[config.mk]
export PLATFORM = sky130hd
export DESIGN_NAME = empty_ptr_alloc
export DESIGN_NICKNAME = d
export VERILOG_FILES = /design/src/rtl/empty_ptr_alloc.sv
export SDC_FILE = /design/constraint.sdc
export NUM_CORES = 1
export LEC_CHECK = 0
export CORE_MARGIN = 2
export CORE_UTILIZATION = 40
export CTS_CLUSTER_DIAMETER = 120
export CTS_CLUSTER_SIZE = 40
export DETAILED_ROUTE_END_ITERATION = 12
export PLACE_DENSITY = 0.67
export SLEW_MARGIN = 20
export SYNTH_ARGS = -nofsm -noshare
export SYNTH_HDL_FRONTEND = slang
export SYNTH_SLANG_ARGS = --single-unit
[constraint.sdc]
create_clock -name clk_i -period 8 [get_ports clk_i]
set_input_delay 1.6 -clock clk_i [delete_from_list [all_inputs] [get_ports clk_i]]
set_output_delay 1.6 -clock clk_i [all_outputs]
set_load 0.05 [all_outputs]
[src/rtl/empty_ptr_alloc.sv]
// empty_ptr_alloc: hands out free pointers from an external show-ahead storage queue and
// returns released pointers to it through a small return FIFO.
//
// Parameters
//   A_WIDTH      pointer width; the pool holds 2**A_WIDTH pointers
//   RET_DEPTH_W  log2 of the return-buffer depth
//
// Ports
//   clk_i, rst_i             clock, asynchronous active-high reset
//   alloc_req_i              level request for one pointer
//   alloc_ptr_o/alloc_val_o  granted pointer and its one-cycle strobe
//   alloc_fail_o             one-cycle strobe: storage empty when requested
//   free_ptr_i/free_en_i     pointer release and its strobe
//   free_ready_o             return buffer not full
//   next_empty_ptr_i/_val_i  storage head (show-ahead) and its valid
//   next_empty_ptr_rd_ack_o  pop the storage head
//   add_empty_ptr_o/_en_o    pointer pushed back into storage
//   used_cnt_o               pointers granted and not yet released
//   dbl_free_o               one-cycle strobe: release of a pointer not in use
//
// Build option
//   EMPTY_PTR_DBL_FREE_CHK_EN  adds a per-pointer in-use map that drops and flags
//                              releases of pointers that are not currently granted.
module empty_ptr_alloc #(
    parameter int unsigned A_WIDTH     = 8,
    parameter int unsigned RET_DEPTH_W = 2
) (
    input  logic               clk_i,
    input  logic               rst_i,
    input  logic               alloc_req_i,
    output logic [A_WIDTH-1:0] alloc_ptr_o,
    output logic               alloc_val_o,
    output logic               alloc_fail_o,
    input  logic [A_WIDTH-1:0] free_ptr_i,
    input  logic               free_en_i,
    output logic               free_ready_o,
    input  logic [A_WIDTH-1:0] next_empty_ptr_i,
    input  logic               next_empty_ptr_val_i,
    output logic               next_empty_ptr_rd_ack_o,
    output logic [A_WIDTH-1:0] add_empty_ptr_o,
    output logic               add_empty_ptr_en_o,
    output logic [A_WIDTH:0]   used_cnt_o,
    output logic               dbl_free_o
);

    localparam int unsigned RetDepth = 1 << RET_DEPTH_W;
    localparam logic [RET_DEPTH_W:0]   RetFull = RetDepth[RET_DEPTH_W:0];
    localparam logic [RET_DEPTH_W:0]   CntOne  = 1;
    localparam logic [RET_DEPTH_W-1:0] IdxOne  = 1;
    localparam logic [A_WIDTH:0]       UsedOne = 1;

    typedef enum logic [1:0] {StInit, StIdle, StGrant} state_e;

    state_e                 state_q;
    logic [A_WIDTH-1:0]     alloc_ptr_q;
    logic                   alloc_val_q;
    logic                   alloc_fail_q;
    logic [A_WIDTH:0]       used_cnt_q;

    logic [A_WIDTH-1:0]     ret_mem_q [RetDepth];
    logic [RET_DEPTH_W-1:0] wr_idx_q;
    logic [RET_DEPTH_W-1:0] rd_idx_q;
    logic [RET_DEPTH_W:0]   ret_cnt_q;

    logic rd_ack;
    logic ret_full;
    logic ret_empty;
    logic free_hit;
    logic accept;
    logic drain;

    assign rd_ack    = (state_q == StIdle) && alloc_req_i && next_empty_ptr_val_i;
    assign ret_full  = (ret_cnt_q == RetFull);
    assign ret_empty = (ret_cnt_q == '0);
    // Gated with reset so every output reads 0 while rst_i is held.
    assign free_ready_o = ~ret_full & ~rst_i;
    assign free_hit     = free_en_i & free_ready_o;
    // Storage only receives pointers once it has signalled it is initialised.
    assign drain        = (state_q != StInit) && !ret_empty;

`ifdef EMPTY_PTR_DBL_FREE_CHK_EN
    localparam int unsigned PoolSize = 1 << A_WIDTH;

    logic [PoolSize-1:0] in_use_q;
    logic [PoolSize-1:0] in_use_d;
    logic                dbl_free_q;

    assign accept     = free_hit & in_use_q[free_ptr_i];
    assign dbl_free_o = dbl_free_q;

    always_comb begin
        in_use_d = in_use_q;
        if (accept) in_use_d[free_ptr_i] = 1'b0;
        if (rd_ack) in_use_d[next_empty_ptr_i] = 1'b1;
    end

    always_ff @(posedge clk_i or posedge rst_i) begin
        if (rst_i) begin
            in_use_q   <= '0;
            dbl_free_q <= 1'b0;
        end else begin
            in_use_q   <= in_use_d;
            dbl_free_q <= free_hit & ~in_use_q[free_ptr_i];
        end
    end
`else
    assign accept     = free_hit;
    assign dbl_free_o = 1'b0;
`endif

    // Allocation FSM with registered grant/fail strobes.
    always_ff @(posedge clk_i or posedge rst_i) begin
        if (rst_i) begin
            state_q      <= StInit;
            alloc_ptr_q  <= '0;
            alloc_val_q  <= 1'b0;
            alloc_fail_q <= 1'b0;
        end else begin
            alloc_val_q  <= 1'b0;
            alloc_fail_q <= 1'b0;
            unique case (state_q)
                StInit: begin
                    if (next_empty_ptr_val_i) state_q <= StIdle;
                end
                StIdle: begin
                    if (rd_ack) begin
                        alloc_ptr_q <= next_empty_ptr_i;
                        alloc_val_q <= 1'b1;
                        state_q     <= StGrant;
                    end else if (alloc_req_i) begin
                        alloc_fail_q <= 1'b1;
                    end
                end
                StGrant: state_q <= StIdle;
                default: state_q <= StInit;
            endcase
        end
    end

    // Return buffer bookkeeping.
    always_ff @(posedge clk_i or posedge rst_i) begin
        if (rst_i) begin
            wr_idx_q  <= '0;
            rd_idx_q  <= '0;
            ret_cnt_q <= '0;
        end else begin
            if (accept) wr_idx_q <= wr_idx_q + IdxOne;
            if (drain)  rd_idx_q <= rd_idx_q + IdxOne;
            unique case ({accept, drain})
                2'b10:   ret_cnt_q <= ret_cnt_q + CntOne;
                2'b01:   ret_cnt_q <= ret_cnt_q - CntOne;
                default: ret_cnt_q <= ret_cnt_q;
            endcase
        end
    end

    // Storage array needs no reset: entries are only read behind ret_cnt_q.
    always_ff @(posedge clk_i) begin
        if (accept) ret_mem_q[wr_idx_q] <= free_ptr_i;
    end

    always_ff @(posedge clk_i or posedge rst_i) begin
        if (rst_i) begin
            used_cnt_q <= '0;
        end else begin
            unique case ({rd_ack, accept})
                2'b10:   used_cnt_q <= used_cnt_q + UsedOne;
                2'b01:   used_cnt_q <= used_cnt_q - UsedOne;
                default: used_cnt_q <= used_cnt_q;
            endcase
        end
    end

    assign alloc_ptr_o             = alloc_ptr_q;
    assign alloc_val_o             = alloc_val_q;
    assign alloc_fail_o            = alloc_fail_q;
    assign next_empty_ptr_rd_ack_o = rd_ack;
    assign add_empty_ptr_en_o      = drain;
    assign add_empty_ptr_o         = drain ? ret_mem_q[rd_idx_q] : '0;
    assign used_cnt_o              = used_cnt_q;

endmodule

==> results.py, run 1 <==
metrics = {
    "timing": {
        "fmax_mhz": 191,
        "drv_slew": 0,
        "max-slew-margin-rel_pct": 38.9,
        "setup_viol": 0,
        "rsz0062_at_grt": "no",
        "fin_crit_sh_pct": 65.3,
        "finalSetupTns_ps": 0,
        "tightest_slew_ps": 917,
        "fin_crit_ps": 5230,
        "hold_violations": 0,
        "fin_skew_ps": 9.49,
    },
    "clock_tree": {
        "postCtsHoldBufs": 0,
        "path_clk_slew_ps": 70,
        "clockBufferDepth": 2,
        "clock_latency_ps": 320,
        "cts_tree": "done",
        "htree_levels": 3,
        "postCtsSetupBuffers": 0,
        "post_cts_resize_count": 0,
        "clock_sinks": 60,
        "numCtsBuffers": 9,
        "clock_tree.root_cell": "clkbuf_8",
    },
    "worst_hold_path": {
        "hold_end": "used_cnt_o[8]",
        "worstHoldPathType": "register to register",
        "hold_depth": 1,
        "min-delay-start": "used_cnt_o[8]",
    },
    "place": {
        "hpwl_um": 3610,
        "gp_congestion": 0.754,
        "postPlaceCellArea_um2": 3510,
        "place.port_buffers": 50,
        "dp.cells": 374,
    },
    "floorplan": {
        "core_area_um2": 7210,
        "std_cell_rows": 31,
        "die_h_um": 90.1,
        "ioPinCount": 52,
        "die_w_um": 90.1,
        "fp.dieArea_um2": 8110,
        "start_util_pct": 41.1,
    },
    "global_route": {
        "track_usage_pct": 13.6,
        "grt_pass1_vias": 1822,
        "overflow": 0,
        "grt_pass1_wl_um": 8760,
        "antenna_found_initial": 0,
        "grt_max_degree": 29,
    },
    "logic_synthesis": {
        "synth.area.top_cells": "edfxtp_1 32%, dfrtp_1 24%, mux4_2 6.1%",
        "synth.avg_cell_area_um2": 12.5,
        "synth-edff-count": 32,
        "synth_cell_types": 60,
        "yosysTopAreaCellShare_pct": 32.4,
        "ys_seq_area_share_pct": 56.1,
        "syn-num-nets": 268,
        "ys_async_sr_fraction_pct": 46.7,
        "syn-cell-area_um2": 2960,
        "yosysWarnings": 0,
        "synth_seq_cells": 60,
        "yosysTopAreaCell": "edfxtp_1",
        "syn_inst": 238,
        "synthFlopType": "edfxtp_1",
    },
    "critical_path": {
        "path_max_fanout": 13,
        "ff2ff_path_depth": 11,
        "r2r-start": "ret_cnt_q[1]",
        "max_stage_delay_ps": 820,
        "worst_setup_path_end_kind": "output pin",
        "crit_type": "primary input to output pin",
        "required_ps": 6400,
        "worstSetupStartpointType": "primary input",
        "reg2reg_to": "used_cnt_o[4]",
        "r2r_slack_ps": 4590,
        "cpMaxStageDelayCell": "clkdlybuf4s50_1",
        "crit_chain": "clkdlybuf4s50_1 -> nand4b_1 -> inv_1 -> clkdlybuf4s50_1",
        "crit_top_cell": "clkdlybuf4s50_1",
        "cp.arrival_ps": 3630,
    },
    "power": {
        "fin_total_pwr_w": 0.00144,
        "power.leakage_nw": 1.47,
        "p_per_area_nw_per_um2": 390,
        "ir_worst_vdd_v": 0.000192,
    },
    "route": {
        "viasPerCell": 4.87,
        "ant_nets": 0,
        "wl_per_cell_um": 13.9,
        "drtIter0Drc": 106,
        "drt_pass1_iterations": 4,
        "vias": 1900,
        "wl_um": 5410,
        "drc_errors": 0,
    },
    "finish": {
        "final_cell_area_um2": 3690,
        "areaGrowthSynthToFinish_pct": 24.7,
        "n_antenna_cell": 0,
        "layout_commonest_cell": "clkdlybuf4s50_1",
        "nFillCells": 660,
        "instances_no_fill": 390,
        "drive_gt1_share_pct": 11.0,
        "nets": 316,
        "layout_common_cells": "50 x clkdlybuf4s50_1, 34 x nand2_1, 32 x edfxtp_1",
    },
    "outcome": {
        "outcome": "finished, final reports clean",
    },
    "run": {
        "cap_violations": 0,
    },
}
logic make-up (layout without fill, tap and decap cells):
kind of cell    Yosys count  in the layout  synth area share [%]
simple gates             81             81                  14.8
flops                    60             60                  56.1
compound gates           32             32                  8.40
buf+inv                  28             81                  4.73
xor+xnor                 16             16                  4.73
mux                      11             11                  7.13
fa+ha+maj                 9              9                  4.05
other cells               1              1                 0.127
flip-flops by register name, indices dropped and copies added, names as in the netlist, 2 cells and up:
name	cells
ret_mem_q	32
used_cnt_o	9
alloc_ptr_o	8
ret_cnt_q	3
rd_idx_q	2
state_q	2
wr_idx_q	2
area by class of cell:
cell class	instances	area, um2	area share (%)
multi-input cells	150	1160	31.5
clock buffers	10	128	3.45
clock inverters	6	55.1	1.49
repair buffers	52	515	14.0
flip-flops and latches	60	1660	45.0
well taps	99	124	3.35
inverters	13	48.8	1.32
synth_stat cells (all sizes together), types with 5 or more instances:
master and instances:
a21oi 7, and2b 6, and3 5, buf 12
dfrtp 28, edfxtp 32, ha 8, inv 12
mux4 8, nand2 34, nor2 6, nor3 5
xnor2 9, xor2 7
through the flow:
stage / setup WS (ps) / util, % / hold slack (ps)
finish: 2770 / 51.2 / 475
floorplan: 3080 / - / 464
global placement: 2790 / 48.7 / 460
detailed placement: 2810 / 48.7 / 463
CTS: 2780 / 51.2 / 480
global route: 2630 / 51.2 / 496
critical path, delay by kind of cell:
kind	cells	cell delay (ps)
buffers and inverters	3	1530
and+or+nand+nor	1	500
metal layers:
layer | vias up | share of wire (%) | wire length [um] | global-route usage, %
li1 | 944 | - | - | -
met1 | 909 | 46 | 2510 | 17.3
met2 | 42 | 48 | 2620 | 22.5
met3 | 5 | 4.4 | 236 | 3.19
met4 | 0 | 0.70 | 38 | 5.77
met5 | - | 0 | 0 | 0
worst max path at each step:
stage | startpoint | to | slack, ps | cells after the start
2_1_floorplan | rst_i | used_cnt_o[4] | 3080 | 14
3_3_place_gp | next_empty_ptr_val_i | next_empty_ptr_rd_ack_o | 2790 | 4
3_5_place_dp | next_empty_ptr_val_i | next_empty_ptr_rd_ack_o | 2810 | 4
4_1_cts | next_empty_ptr_val_i | next_empty_ptr_rd_ack_o | 2780 | 4
5_1_grt | next_empty_ptr_val_i | next_empty_ptr_rd_ack_o | 2630 | 4
6_report | next_empty_ptr_val_i | next_empty_ptr_rd_ack_o | 2770 | 4
report_power, final:
part	internal (W)	total [W]	switching, W	leakage [nW]
logic	0.000281	0.000683	0.000403	0.747
registers	0.000402	0.000502	0.000100	0.629
clock network	0.000141	0.000254	0.000113	0.0911
Power figures use the tool's default switching activity.
==> run 2: changes to the inputs <==
Clock period 8 ns to 5.3 ns, I/O delays scaled along.
==> run 2 against run 1 <==
Total power grew 52%. Clock power grew 50%. Global-route usage grew 0.076 points. Sequential power grew 51%. Count of clock-buffer cells in the layout is the same. Setup slack lost 1400 ps. Die area is the same. Hold slack gained 2.8 ps. Final area grew 0.41%. Critical endpoint unchanged.
==> results.py, run 2 (synthesis results as in run 1) <==
metrics = {
    "floorplan": {
        "die_w_um": 90.1,
        "fp.dieArea_um2": 8110,
        "start_util_pct": 41.1,
        "ioPinCount": 52,
        "die_h_um": 90.1,
        "std_cell_rows": 31,
        "core_area_um2": 7210,
    },
    "timing": {
        "max-slew-margin-rel_pct": 60.1,
        "rsz0062_at_grt": "no",
        "tightest_slew_ps": 599,
        "fin_crit_ps": 3930,
        "setup_viol": 0,
        "fmax_mhz": 255,
        "finalSetupTns_ps": 0,
        "fin_skew_ps": 6.82,
        "hold_violations": 0,
        "fin_crit_sh_pct": 74.1,
        "drv_slew": 0,
    },
    "finish": {
        "largest_reg_flops": 32,
        "areaGrowthSynthToFinish_pct": 25.2,
        "nFillCells": 662,
        "regMostFlops": "ret_mem_q",
        "nets": 318,
        "instances_no_fill": 392,
        "multi_input_area_um2": 1160,
        "seqCellArea_um2": 1660,
        "layout_common_cells": "50 x clkdlybuf4s50_1, 34 x nand2_1, 32 x edfxtp_1",
        "drive_gt1_share_pct": 11.6,
        "layout_commonest_cell": "clkdlybuf4s50_1",
        "n_antenna_cell": 0,
    },
    "clock_tree": {
        "htree_levels": 3,
        "postCtsHoldBufs": 0,
        "clock_latency_ps": 320,
        "cts_tree": "done",
        "postCtsSetupBuffers": 0,
        "path_clk_slew_ps": 70,
        "clock_sinks": 60,
        "clock_tree.root_cell": "clkbuf_8",
        "numCtsBuffers": 9,
        "post_cts_resize_count": 0,
        "clockBufferDepth": 2,
    },
    "route": {
        "viasPerCell": 5.00,
        "ant_nets": 0,
        "wl_per_cell_um": 14.3,
        "drc_errors": 0,
        "wl_um": 5590,
        "drt_pass1_iterations": 4,
        "drtIter0Drc": 62,
        "vias": 1959,
    },
    "critical_path": {
        "required_ps": 4240,
        "path_max_fanout": 11,
        "cp_top_family": "buffers and inverters",
        "cp_num_buf_inv": 4,
        "cp.arrival_ps": 2870,
        "cpMaxStageDelayCell": "clkdlybuf4s50_1",
        "crit_chain": "clkdlybuf4s50_1 -> nand4b_1 -> buf_4 -> inv_1 -> clkdlybuf4s50_1",
        "worst_setup_path_end_kind": "output pin",
        "crit_top_cell": "clkdlybuf4s50_1",
        "max_stage_delay_ps": 790,
        "worstSetupStartpointType": "primary input",
        "crit_type": "primary input to output pin",
    },
    "global_route": {
        "grt_pass1_vias": 1876,
        "grt_max_degree": 26,
        "grt_pass1_wl_um": 8830,
        "antenna_found_initial": 0,
        "overflow": 0,
        "track_usage_pct": 13.7,
    },
    "worst_hold_path": {
        "worstHoldPathType": "register to register",
    },
    "power": {
        "p_sw_w": 0.000937,
        "p_int_w": 0.00125,
        "p_per_area_nw_per_um2": 588,
        "pwr-share-clk_pct": 17.5,
        "switching_share_pct": 42.9,
        "comb_power_share_pct": 47.7,
        "ir_worst_vdd_v": 0.000369,
        "power.leakage_nw": 1.48,
        "pwr-share-seq_pct": 34.7,
    },
    "place": {
        "dp.cells": 376,
        "place.port_buffers": 50,
        "hpwl_um": 3810,
        "gp_congestion": 0.827,
    },
    "outcome": {
        "outcome": "finished, final reports clean",
    },
    "run": {
        "cap_violations": 0,
    },
}
run 2: power by group through the flow:
stage,Clock [W],Sequential (W),Combinational [W]
global route,0.000414,0.000779,0.00111
global placement,0,0.000767,0.00103
finish,0.000382,0.000758,0.00104
CTS,0.000393,0.000761,0.00105
detailed placement,0,0.000767,0.00105
floorplan,0,0.000869,0.000653
run 2: worst register-to-register path, delay by kind of cell (launching register included):
family | cells | cell delay, ps
simple gates | 2 | 660
buf+inv | 1 | 90
fa+ha+maj | 2 | 700
compound gates | 4 | 870
flops | 1 | 360
xor+xnor | 2 | 340
run 2: final timing paths:
check                                     start  slack (ps)                       to  cells after the start
setup reg to reg                   ret_cnt_q[1]        2200            used_cnt_o[4]                     11
min in group asynchronous                 rst_i         950              rd_idx_q[1]                      2
max in group asynchronous                 rst_i        3790            used_cnt_o[5]                      3
hold / removal                   alloc_ptr_o[3]         480           alloc_ptr_o[3]                      2
hold reg to reg                  alloc_ptr_o[3]         480           alloc_ptr_o[3]                      2
setup / recovery           next_empty_ptr_val_i        1370  next_empty_ptr_rd_ack_o                      5
run 2: layout make-up:
cell class / instances / share of cell area [%]
Timing Repair Buffer: 54 / 14.3
Inverter: 13 / 1.32
Multi-Input combinational cell: 150 / 31.3
Clock inverter: 6 / 1.48
Sequential cell: 60 / 44.8
Tap cell: 99 / 3.34
Clock buffer: 10 / 3.44
run 2: metrics by stage:
stage / setup slack [ps] / instance area, um2 / total power [W] / hold slack (ps) / utilization, %
6_report: 1370 / 3710 / 0.00218 / 478 / 51.4
5_1_grt: 1280 / 3710 / 0.00230 / 492 / 51.4
4_1_cts: 1350 / 3710 / 0.00221 / 486 / 51.4
3_5_place_dp: 1200 / 3530 / 0.00182 / 467 / 48.9
3_3_place_gp: 1280 / 3530 / 0.00180 / 458 / 48.9
2_1_floorplan: 915 / 2960 / 0.00152 / 464 / -
run 2: routing by layer:
metal	track usage [%]	wire [um]	vias up
met5	0	0	-
met4	4.74	41	0
met3	4.02	213	4
met2	22.6	2620	43
met1	17.3	2720	963
li1	-	-	949
